### config.mk
export PLATFORM = sky130hd
export DESIGN_NAME = mips_mem_arbiter
export DESIGN_NICKNAME = d
export VERILOG_FILES = /design/src/rtl/mips_decls_p.sv /design/src/rtl/mem_arb_watchdog.sv /design/src/rtl/mips_mem_arbiter.sv
export SDC_FILE = /design/constraint.sdc
export NUM_CORES = 1
export LEC_CHECK = 0
export ABC_AREA = 1
export ABC_CLOCK_PERIOD_IN_PS = 1650
export BUFFER_PORTS_ARGS = -buffer_cell sky130_fd_sc_hd__buf_2
export CORE_ASPECT_RATIO = 0.7
export CORE_MARGIN = 2
export CORE_UTILIZATION = 35
export CTS_BUF_LIST = sky130_fd_sc_hd__clkbuf_4 sky130_fd_sc_hd__clkbuf_8
export CTS_CLUSTER_DIAMETER = 50
export DETAILED_ROUTE_END_ITERATION = 7
export SLEW_MARGIN = 20
export SYNTH_ARGS = -nofsm -noshare
export SYNTH_HDL_FRONTEND = slang
export SYNTH_SLANG_ARGS = --single-unit
### constraint.sdc
create_clock -name clk -period 1.65 [get_ports clk]
set_clock_uncertainty 0.1 [all_clocks]
set_input_delay 0.165 -clock clk [delete_from_list [all_inputs] [get_ports clk]]
set_output_delay 0.165 -clock clk [all_outputs]
set_load 0.05 [all_outputs]
### src/rtl/mips_decls_p.sv
// Shared declarations for the MIPS unified-memory arbiter: grant FSM state type,
// watchdog defaults and the word-address helper.
package mips_decls_p;

  localparam int TIMEOUT_DEF = 64;
  localparam int CNT_W_DEF   = 7;

  typedef enum logic [1:0] {
    IDLE   = 2'd0,
    I_BUSY = 2'd1,
    D_BUSY = 2'd2
  } arb_state_t;

  // Memory is word-addressed; byte offset bits are always presented as zero.
  function automatic logic [31:0] word_addr(input logic [31:0] a);
    return a & ~32'h3;
  endfunction

endpackage

### src/rtl/mem_arb_watchdog.sv
// Busy-cycle watchdog: counts while enabled, clears on request, and flags the
// terminal count TIMEOUT-1 so a hung memory access can be aborted.
module mem_arb_watchdog
  import mips_decls_p::*;
#(
  parameter int TIMEOUT = TIMEOUT_DEF,
  parameter int CNT_W   = CNT_W_DEF
) (
  input  logic clk,
  input  logic reset,
  input  logic i_clr,
  input  logic i_en,
  output logic o_tc
);

  localparam logic [CNT_W-1:0] TC_VAL = CNT_W'(TIMEOUT - 1);

  logic [CNT_W-1:0] r_cnt;

  always_ff @(posedge clk) begin
    if (reset || i_clr) begin
      r_cnt <= '0;
    end else if (i_en && !o_tc) begin
      r_cnt <= r_cnt + CNT_W'(1);
    end
  end

  assign o_tc = (r_cnt == TC_VAL);

endmodule

### src/rtl/mips_mem_arbiter.sv
// Single-port unified memory arbiter between the fetch (F) and memory (M) stages,
// with data-first priority, strict alternation after each access, and a watchdog.
module mips_mem_arbiter
  import mips_decls_p::*;
#(
  parameter int TIMEOUT = TIMEOUT_DEF,
  parameter int CNT_W   = CNT_W_DEF
) (
  input  logic        clk,
  input  logic        reset,
  input  logic        ireq_f,
  input  logic [31:0] pc_f,
  output logic [31:0] instr_f,
  output logic        i_done,
  input  logic        memread_m,
  input  logic        memwrite_m,
  input  logic [31:0] aluout_m,
  input  logic [31:0] writedata_m,
  output logic [31:0] readdata_m,
  output logic        d_done,
  output logic        stall_f,
  output logic        stall_m,
  output logic        mem_req,
  output logic        mem_we,
  output logic [31:0] mem_addr,
  output logic [31:0] mem_wdata,
  input  logic        mem_ready,
  input  logic [31:0] mem_rdata,
  output logic        timeout_err
);

  arb_state_t  r_state, w_state_nxt;
  logic [31:0] r_addr, r_wdata, r_instr, r_rdata;
  logic        r_we, r_i_done, r_d_done, r_timeout_err;
  logic        w_dreq, w_busy, w_tc, w_abort, w_complete;
  logic        w_grant_i, w_grant_d;

  assign w_dreq     = memread_m | memwrite_m;
  assign w_busy     = (r_state != IDLE);
  assign w_complete = w_busy & (mem_ready | w_tc);
  // A ready arriving on the terminal cycle still counts as a normal completion.
  assign w_abort    = w_busy & w_tc & ~mem_ready;

  mem_arb_watchdog #(
    .TIMEOUT(TIMEOUT),
    .CNT_W  (CNT_W)
  ) u_watchdog (
    .clk  (clk),
    .reset(reset),
    .i_clr(w_grant_i | w_grant_d | w_complete),
    .i_en (w_busy),
    .o_tc (w_tc)
  );

  // Grant logic: the port just served is never re-granted on its own completion.
  always_comb begin
    w_state_nxt = r_state;
    w_grant_i   = 1'b0;
    w_grant_d   = 1'b0;
    case (r_state)
      IDLE: begin
        if (w_dreq) begin
          w_state_nxt = D_BUSY;
          w_grant_d   = 1'b1;
        end else if (ireq_f) begin
          w_state_nxt = I_BUSY;
          w_grant_i   = 1'b1;
        end
      end
      I_BUSY: begin
        if (w_complete) begin
          w_state_nxt = w_dreq ? D_BUSY : IDLE;
          w_grant_d   = w_dreq;
        end
      end
      D_BUSY: begin
        if (w_complete) begin
          w_state_nxt = ireq_f ? I_BUSY : IDLE;
          w_grant_i   = ireq_f;
        end
      end
      default: w_state_nxt = IDLE;
    endcase
  end

  always_ff @(posedge clk) begin
    if (reset) begin
      r_state       <= IDLE;
      r_addr        <= '0;
      r_wdata       <= '0;
      r_we          <= 1'b0;
      r_instr       <= '0;
      r_rdata       <= '0;
      r_i_done      <= 1'b0;
      r_d_done      <= 1'b0;
      r_timeout_err <= 1'b0;
    end else begin
      r_state  <= w_state_nxt;
      r_i_done <= w_complete & (r_state == I_BUSY);
      r_d_done <= w_complete & (r_state == D_BUSY);
      if (w_grant_d) begin
        r_addr  <= word_addr(aluout_m);
        r_we    <= memwrite_m;
        r_wdata <= writedata_m;
      end else if (w_grant_i) begin
        r_addr <= word_addr(pc_f);
        r_we   <= 1'b0;
      end
      if (w_complete && r_state == I_BUSY) begin
        r_instr <= w_abort ? 32'h0 : mem_rdata;
      end
      // Stores and aborted accesses return zero so stale bus data never leaks.
      if (w_complete && r_state == D_BUSY) begin
        r_rdata <= (w_abort || r_we) ? 32'h0 : mem_rdata;
      end
      if (w_abort) begin
        r_timeout_err <= 1'b1;
      end
    end
  end

  assign mem_req     = w_busy;
  assign mem_we      = r_we & w_busy;
  assign mem_addr    = r_addr;
  assign mem_wdata   = r_wdata;
  assign instr_f     = r_instr;
  assign readdata_m  = r_rdata;
  assign i_done      = r_i_done;
  assign d_done      = r_d_done;
  assign timeout_err = r_timeout_err;
  assign stall_f     = ireq_f & ~r_i_done;
  assign stall_m     = w_dreq & ~r_d_done;

endmodule

==> results of run 1 <==
-- logic make-up (layout without fill, tap and decap cells) --
kind of cell,after synthesis,in the layout
AOI/OAI and AO/OA,72,72
xor gates and xnor gates,3,3
adders and majority gates,1,1
buffers and inverters,137,558
DFF,139,139
other,1,3
and+or+nand+nor,523,523
-- cells in the final DEF (no fill, tap or decap), types with 2 or more instances in the layout --
| cell | instances |
|---|---|
| o21ai_2 | 11 |
| dlygate4sd3_1 | 124 |
| buf_6 | 9 |
| o21ai_1 | 20 |
| buf_16 | 3 |
| inv_2 | 2 |
| dfxtp_2 | 2 |
| nand2_8 | 2 |
| clkbuf_8 | 20 |
| clkinvlp_4 | 2 |
| clkbuf_4 | 2 |
| nand3_1 | 89 |
| conb_1 | 2 |
| buf_2 | 260 |
| nor2_1 | 160 |
| clkinv_2 | 4 |
| nand2_2 | 29 |
| dfxtp_1 | 135 |
| xor2_1 | 2 |
| nor2_4 | 6 |
| o21ai_0 | 3 |
| buf_8 | 7 |
| a21oi_1 | 18 |
| nand2_4 | 15 |
| buf_4 | 17 |
| clkbuf_16 | 11 |
| clkinv_4 | 3 |
| a21oi_2 | 17 |
| nand3_2 | 10 |
| nand2_1 | 196 |
| inv_4 | 2 |
| buf_12 | 14 |
| inv_1 | 76 |
| dfxtp_4 | 2 |
| nor2_2 | 13 |
-- tightest hold or removal path, cell delays in order --
cell     delay, ps
buf_2           90
nand3_1         90
nand2_1         80
nor2_1          30
nor2_1          90
-- final cells by class --
| type | instances | area share, % |
|---|---|---|
| inverters | 81 | 3.05 |
| clock buffers | 22 | 2.82 |
| flip-flops and latches | 139 | 27.1 |
| diodes | 1 | 0.0243 |
| multi-input cells | 601 | 29.2 |
| clock inverters | 10 | 0.887 |
| well taps | 225 | 2.73 |
| repair buffers | 445 | 34.1 |
-- final timing paths --
check                                                       from                          to  slack, ps
worst max register to register  u_watchdog.r_cnt[0]$_SDFFE_PP0P_   mem_addr[11]$_SDFFE_PP0P_       -120
worst max-delay path            u_watchdog.r_cnt[0]$_SDFFE_PP0P_   mem_addr[11]$_SDFFE_PP0P_       -120
worst min register to register        readdata_m[0]$_SDFFE_PP0P_  readdata_m[0]$_SDFFE_PP0P_        370
worst min-delay path                                 aluout_m[7]    mem_addr[7]$_SDFFE_PP0P_         60
-- routing by layer --
metal	vias to the layer above	routed length, um
met3	59	1890
met5	-	17
met2	296	11200
li1	3536	-
met1	3265	10100
met4	2	616
-- sequential cells by signal, summed over array words and instances, names as in the netlist --
register          cells
instr_f              32
mem_wdata            32
readdata_m           32
mem_addr             30
u_watchdog.r_cnt      7
r_state               2
d_done                1
i_done                1
r_we                  1
timeout_err           1
-- Yosys cell counts --
library cell | instances | area share (%)
clkbuf_2 | 2 | 0.17
nand4_1 | 1 | 0.11
conb_1 | 1 | 0.063
nand3_2 | 1 | 0.17
xnor2_1 | 1 | 0.15
nand2_2 | 4 | 0.42
buf_6 | 3 | 0.57
o31ai_1 | 1 | 0.13
nor2_1 | 175 | 11
ha_1 | 1 | 0.21
nand3_1 | 99 | 8.4
nand2_1 | 238 | 15
buf_4 | 7 | 0.89
inv_1 | 80 | 5.1
a21oi_1 | 35 | 3.0
clkbuf_1 | 25 | 1.6
dfxtp_1 | 139 | 47
o21ai_1 | 10 | 0.85
xor2_1 | 2 | 0.30
nor2_2 | 3 | 0.32
nor2_4 | 1 | 0.19
o211ai_2 | 1 | 0.21
inv_2 | 1 | 0.063
buf_2 | 18 | 1.5
o21ai_0 | 25 | 2.1
buf_1 | 1 | 0.063
nor3_2 | 1 | 0.17
-- metrics by stage --
stage / setup slack (ps) / instances
2_1_floorplan: 14.2 / 877
3_3_place_gp: -96.8 / 1337
3_5_place_dp: -108 / 1337
4_1_cts: -10.4 / 1500
5_1_grt: -194 / 1523
6_report: -117 / 1524
-- power by group through the flow --
stage | clock (mW) | sequential, mW | combinational (mW)
finish | 2.70 | 3.85 | 3.85
global route | 2.93 | 3.89 | 4.11
CTS | 2.79 | 3.84 | 3.45
detailed placement | 0 | 3.92 | 3.05
global placement | 0 | 3.91 | 3.04
floorplan | 0 | 4.98 | 1.13
-- what timing repair did --
item | CTS | global route
pin swaps | 6 | 37
hold buffers | 124 | 0
gates cloned | 3 | 15
setup endpoints to repair | 85 | 136
gates resized for setup | 45 | 145
hold endpoints to repair | 127 | 0
buffers inserted | 5 | 8
==> qor.yml, run 1 <==
setup_path:
  critPathMaxStageDelay_ps: 360
  crit_type: "reg -> reg"
  cp_max_fo: 7
  required_ps: 1880
  worstPathArrival_ps: 2000
  end_kind: "flip-flop"
  start_kind: "flip-flop"
  critPathBufInv: 2
  r2r_cells: 11
  path_cells: "ha_4 -> inv_4 -> nor2_4 -> nand2_4 -> nand3_4 -> nand2_8 -> clkbuf_16 -> nand2_1 -> nand2_1 -> nor2_1 -> nor2_1"
  path_depth: 11
  cp_slowest_cell: "dfxtp_2"
  crit_family: "simple AND/OR/NAND/NOR gates"
cells_and_area:
  layout.nets: 1420
  fillers: 1464
  regArea_sq_um: 2790
  fin_area_sq_um: 10300
  drive_gt1_share_pct: 36.2
  utilization_pct: 62.6
  synthToLayoutAreaGrowth_pct: 74.2
  multi_input_area_sq_um: 3010
floorplan:
  die_w_um: 159
  core-area_sq_um: 16400
  die_area_sq_um: 18000
  num_io_pins: 269
  rows: 39
  die_h_um: 113
  initial_core_util_pct: 35.9
synth:
  syn_avg_cell_area_sq_um: 6.75
  synth_compound_area_share_pct: 6.27
  synth-xor-area-share_pct: 0.445
  synth-simple-area-share_pct: 36.0
  yosysWarnings: 0
  synth-seq-cells: 139
  yosysSeqAreaShare_pct: 47.1
  synth_area_sq_um: 5910
  synth_mux_area_share_pct: 0
  synth_top_family_by_area: "simple AND/OR/NAND/NOR gates"
  synthAdderAreaFrac_pct: 0.212
  synthDistinctLibCells: 27
  syn-instance-count: 876
cts:
  numClockSinks: 139
  cts_tree: "done"
  clk_latency_ps: 440
  numCtsBuffers: 17
  cts.reportedPaths.clkPinSlew_ps: 80
  root_buffer: "clkbuf_8"
  htreeDepth: 4
  cts_buffer_depth: 2
drt:
  ant_nets: 0
  wl_per_cell_um: 15.6
  finalWirelength_mm: 23.9
  dr_total_vias: 7158
  drc: 0
  drtIter0Drc: 511
  drt_first_pass_iters: 5
  routed_via_density: 4.70
placement:
  placed_area_sq_um: 7570
  gp_congestion: 0.814
  place.detailed.hpwl_mm: 12.8
  io_buffers: 262
sta:
  slew_headroom_pct: 63.7
  tightest_slew_ps: 545
  fin_ws_ps: -117
  tns_ps: -2660
  rsz0062_at_grt: "yes"
  setup_viol: 89
  drv_slew: 0
  post-route-period-util_pct: 107
  hold_slack_ps: 56.0
  max_freq_mhz: 566
  fin_crit_ps: 1770
  finalHoldViolCount: 0
grt:
  first_global_vias: 6796
  grt_max_degree: 56
  grt_pass1_wl_mm: 34.0
  busiest_layer: "met2"
  track_usage_pct: 23.5
  met3_usage_pct: 7.29
  antenna_found_initial: 1
  grt_overflow: 0
  grtUsageMet1_pct: 28.4
  grt_use_met2_pct: 40.1
pwr:
  power.switching_mw: 4.06
  power.density_nw_per_um2: 1010
  comb_power_share_pct: 37.0
  internal_power_mw: 6.35
  vdd_drop_max_mv: 0.549
  netSwitchingFraction_pct: 39.0
  clkPwrFrac_pct: 26.0
  p_leak_nw: 5.23
  p_seq_share_pct: 37.0
  total_power_mw: 10.4
status:
  outcome: "finished, violations left"
  violations: "setup timing"
min_path:
  hold_class: "in -> reg"
  holdPathStages: 5
run:
  max-cap-violations: 0
No activity file was read; power rests on OpenSTA's default activity.
==> inputs of run 2 (changes only) <==
ABC_CLOCK_PERIOD_IN_PS = 2250   (was 1650)
clock period = 2.25 ns   (was 1.65 ns; I/O delays follow)
==> qor.yml, run 2 (synthesized netlist as in run 1, its figures left out) <==
sta:
  rsz0062_at_grt: "no"
  tns_ps: 0  # +2660 ps
  post-route-period-util_pct: 85.2  # -22 points
  finalHoldViolCount: 0  # unchanged
  fin_crit_ps: 1920  # +150 ps
  hold_slack_ps: 17.8  # -38.2 ps
  max_freq_mhz: 522  # -7.8%
  setup_viol: 0  # -100%
  fin_ws_ps: 333  # +450 ps
  drv_slew: 0  # unchanged
drt:
  routed_via_density: 4.50  # -4.3%
  drtIter0Drc: 391  # -23%
  drt_first_pass_iters: 4  # -1
  wl_per_cell_um: 13.6  # -13%
  dr_total_vias: 6533  # -8.7%
  finalWirelength_mm: 19.8  # -17%
  drc: 0  # unchanged
  ant_nets: 0  # unchanged
floorplan:
  core-area_sq_um: 16400  # unchanged
  die_h_um: 113  # unchanged
  num_io_pins: 269  # unchanged
  die_area_sq_um: 18000  # unchanged
  die_w_um: 159  # unchanged
  rows: 39  # unchanged
  initial_core_util_pct: 35.9  # unchanged
setup_path:
  cp_max_fo: 15  # +8
  r2r_end: "mem_wdata[13]$_SDFFE_PP0P_"
  start_kind: "flip-flop"
  r2r_setup_slack_ps: 330  # +450 ps
  r2r_cells: 10  # -1
  reg2reg_from: "u_watchdog.r_cnt[0]$_SDFFE_PP0P_"
  crit_type: "reg -> reg"
  end_kind: "flip-flop"
  worstPathArrival_ps: 2210  # +210 ps
  required_ps: 2540  # +660 ps
cts:
  root_buffer: "clkbuf_8"
  cts_tree: "done"
  cts.reportedPaths.clkPinSlew_ps: 80  # about the same
  htreeDepth: 4  # unchanged
  clk_latency_ps: 450  # about the same
  postCtsSetupBuffers: 0  # -5
  cts_buffer_depth: 2  # unchanged
  numClockSinks: 139  # unchanged
  numCtsBuffers: 17  # unchanged
cells_and_area:
  layout.nets: 1350  # -4.9%
  utilization_pct: 53.8  # -8.7 points
  num_antenna_cells: 0  # -1
  synthToLayoutAreaGrowth_pct: 49.8
  drive_gt1_share_pct: 26.7  # -9.5 points
  finalNonFillerCells: 1453  # -4.7%
  final_cell_mix: "buf_2, nand2_1, nor2_1"
  final_common_cell: "buf_2"
  fin_area_sq_um: 8850  # -14%
placement:
  place_inst: 1328  # -0.67%
  placed_area_sq_um: 7440  # -1.7%
  gp_congestion: 0.796  # -2.2%
  dp_slack_ps: 323  # +431 ps
  place.detailed.hpwl_mm: 12.7  # -0.78%
  io_buffers: 262  # unchanged
pwr:
  power.switching_mw: 2.81  # -31%
  total_power_mw: 7.59  # -27%
  p_leak_nw: 4.67  # -11%
  comb_power_share_pct: 30.6  # -6.4 points
  p_seq_share_pct: 37.0  # about the same
  internal_power_mw: 4.79  # -25%
  clkPwrFrac_pct: 32.4  # +6.4 points
  power.density_nw_per_um2: 858  # -15%
  netSwitchingFraction_pct: 37.0  # -2.1 points
  vdd_drop_max_mv: 0.398  # -28%
min_path:
  holdPathStages: 5  # unchanged
  min_to: "mem_addr[31]$_SDFFE_PP0P_"
  min_from: "pc_f[31]"
  hold_class: "in -> reg"
grt:
  first_global_vias: 6280  # -7.6%
  antenna_found_initial: 0  # -1
  grt_max_degree: 85  # +52%
  grt_pass1_wl_mm: 31.6  # -7.0%
  track_usage_pct: 22.0  # -1.5 points
  grt_overflow: 0  # unchanged
run:
  max-cap-violations: 0  # unchanged
status:
  outcome: "finished clean"
## run 2: final cells by class
class	instances	area [sq um]
Inverter	81	304
Clock inverter	12	210
Multi-Input combinational cell	601	2550
Clock buffer	20	269
Timing Repair Buffer	375	2450
Fill cell	1596	7590
Sequential cell	139	2780
Tap cell	225	282
## run 2: worst max-delay path by stage
stage,to,startpoint,depth (start not counted)
final,mem_wdata[13]$_SDFFE_PP0P_,u_watchdog.r_cnt[0]$_SDFFE_PP0P_,10
after global placement,mem_wdata[20]$_SDFFE_PP0P_,u_watchdog.r_cnt[0]$_SDFFE_PP0P_,10
after detailed placement,mem_wdata[14]$_SDFFE_PP0P_,u_watchdog.r_cnt[0]$_SDFFE_PP0P_,10
after floorplan,mem_wdata[0]$_SDFFE_PP0P_,u_watchdog.r_cnt[0]$_SDFFE_PP0P_,10
after CTS,mem_wdata[14]$_SDFFE_PP0P_,u_watchdog.r_cnt[0]$_SDFFE_PP0P_,10
after global routing,mem_wdata[22]$_SDFFE_PP0P_,u_watchdog.r_cnt[0]$_SDFFE_PP0P_,10
## run 2: per-layer routing
layer / wire length, um / share of wire [%] / GRT usage, %
met2: 8910 / 45 / 35.8
met3: 1420 / 7.1 / 7.51
met1: 9130 / 46 / 27.8
met5: 0 / 0 / 0
met4: 344 / 1.7 / 7.09
## run 2: critical path, stage by stage (launching register included)
cell	delay [ps]
dfxtp_1	380
ha_1	160
inv_1	50
nor2_2	120
nand2_2	140
nand3_2	110
nand2_2	80
inv_1	280
buf_4	280
nor2_1	60
nor2_1	90
## run 2: power by group through the flow
stage	sequential (mW)	combinational, mW	clock [mW]
after floorplan	3.65	0.827	0
after global placement	2.86	2.19	0
after detailed placement	2.87	2.19	0
after CTS	2.81	2.33	2.52
after global routing	2.84	2.51	2.64
final	2.81	2.32	2.46
## run 2: what timing repair did
action	4_1_cts	5_1_grt
endpoints found under the hold margin	117	0
gates resized for setup	0	0
hold buffers	93	0
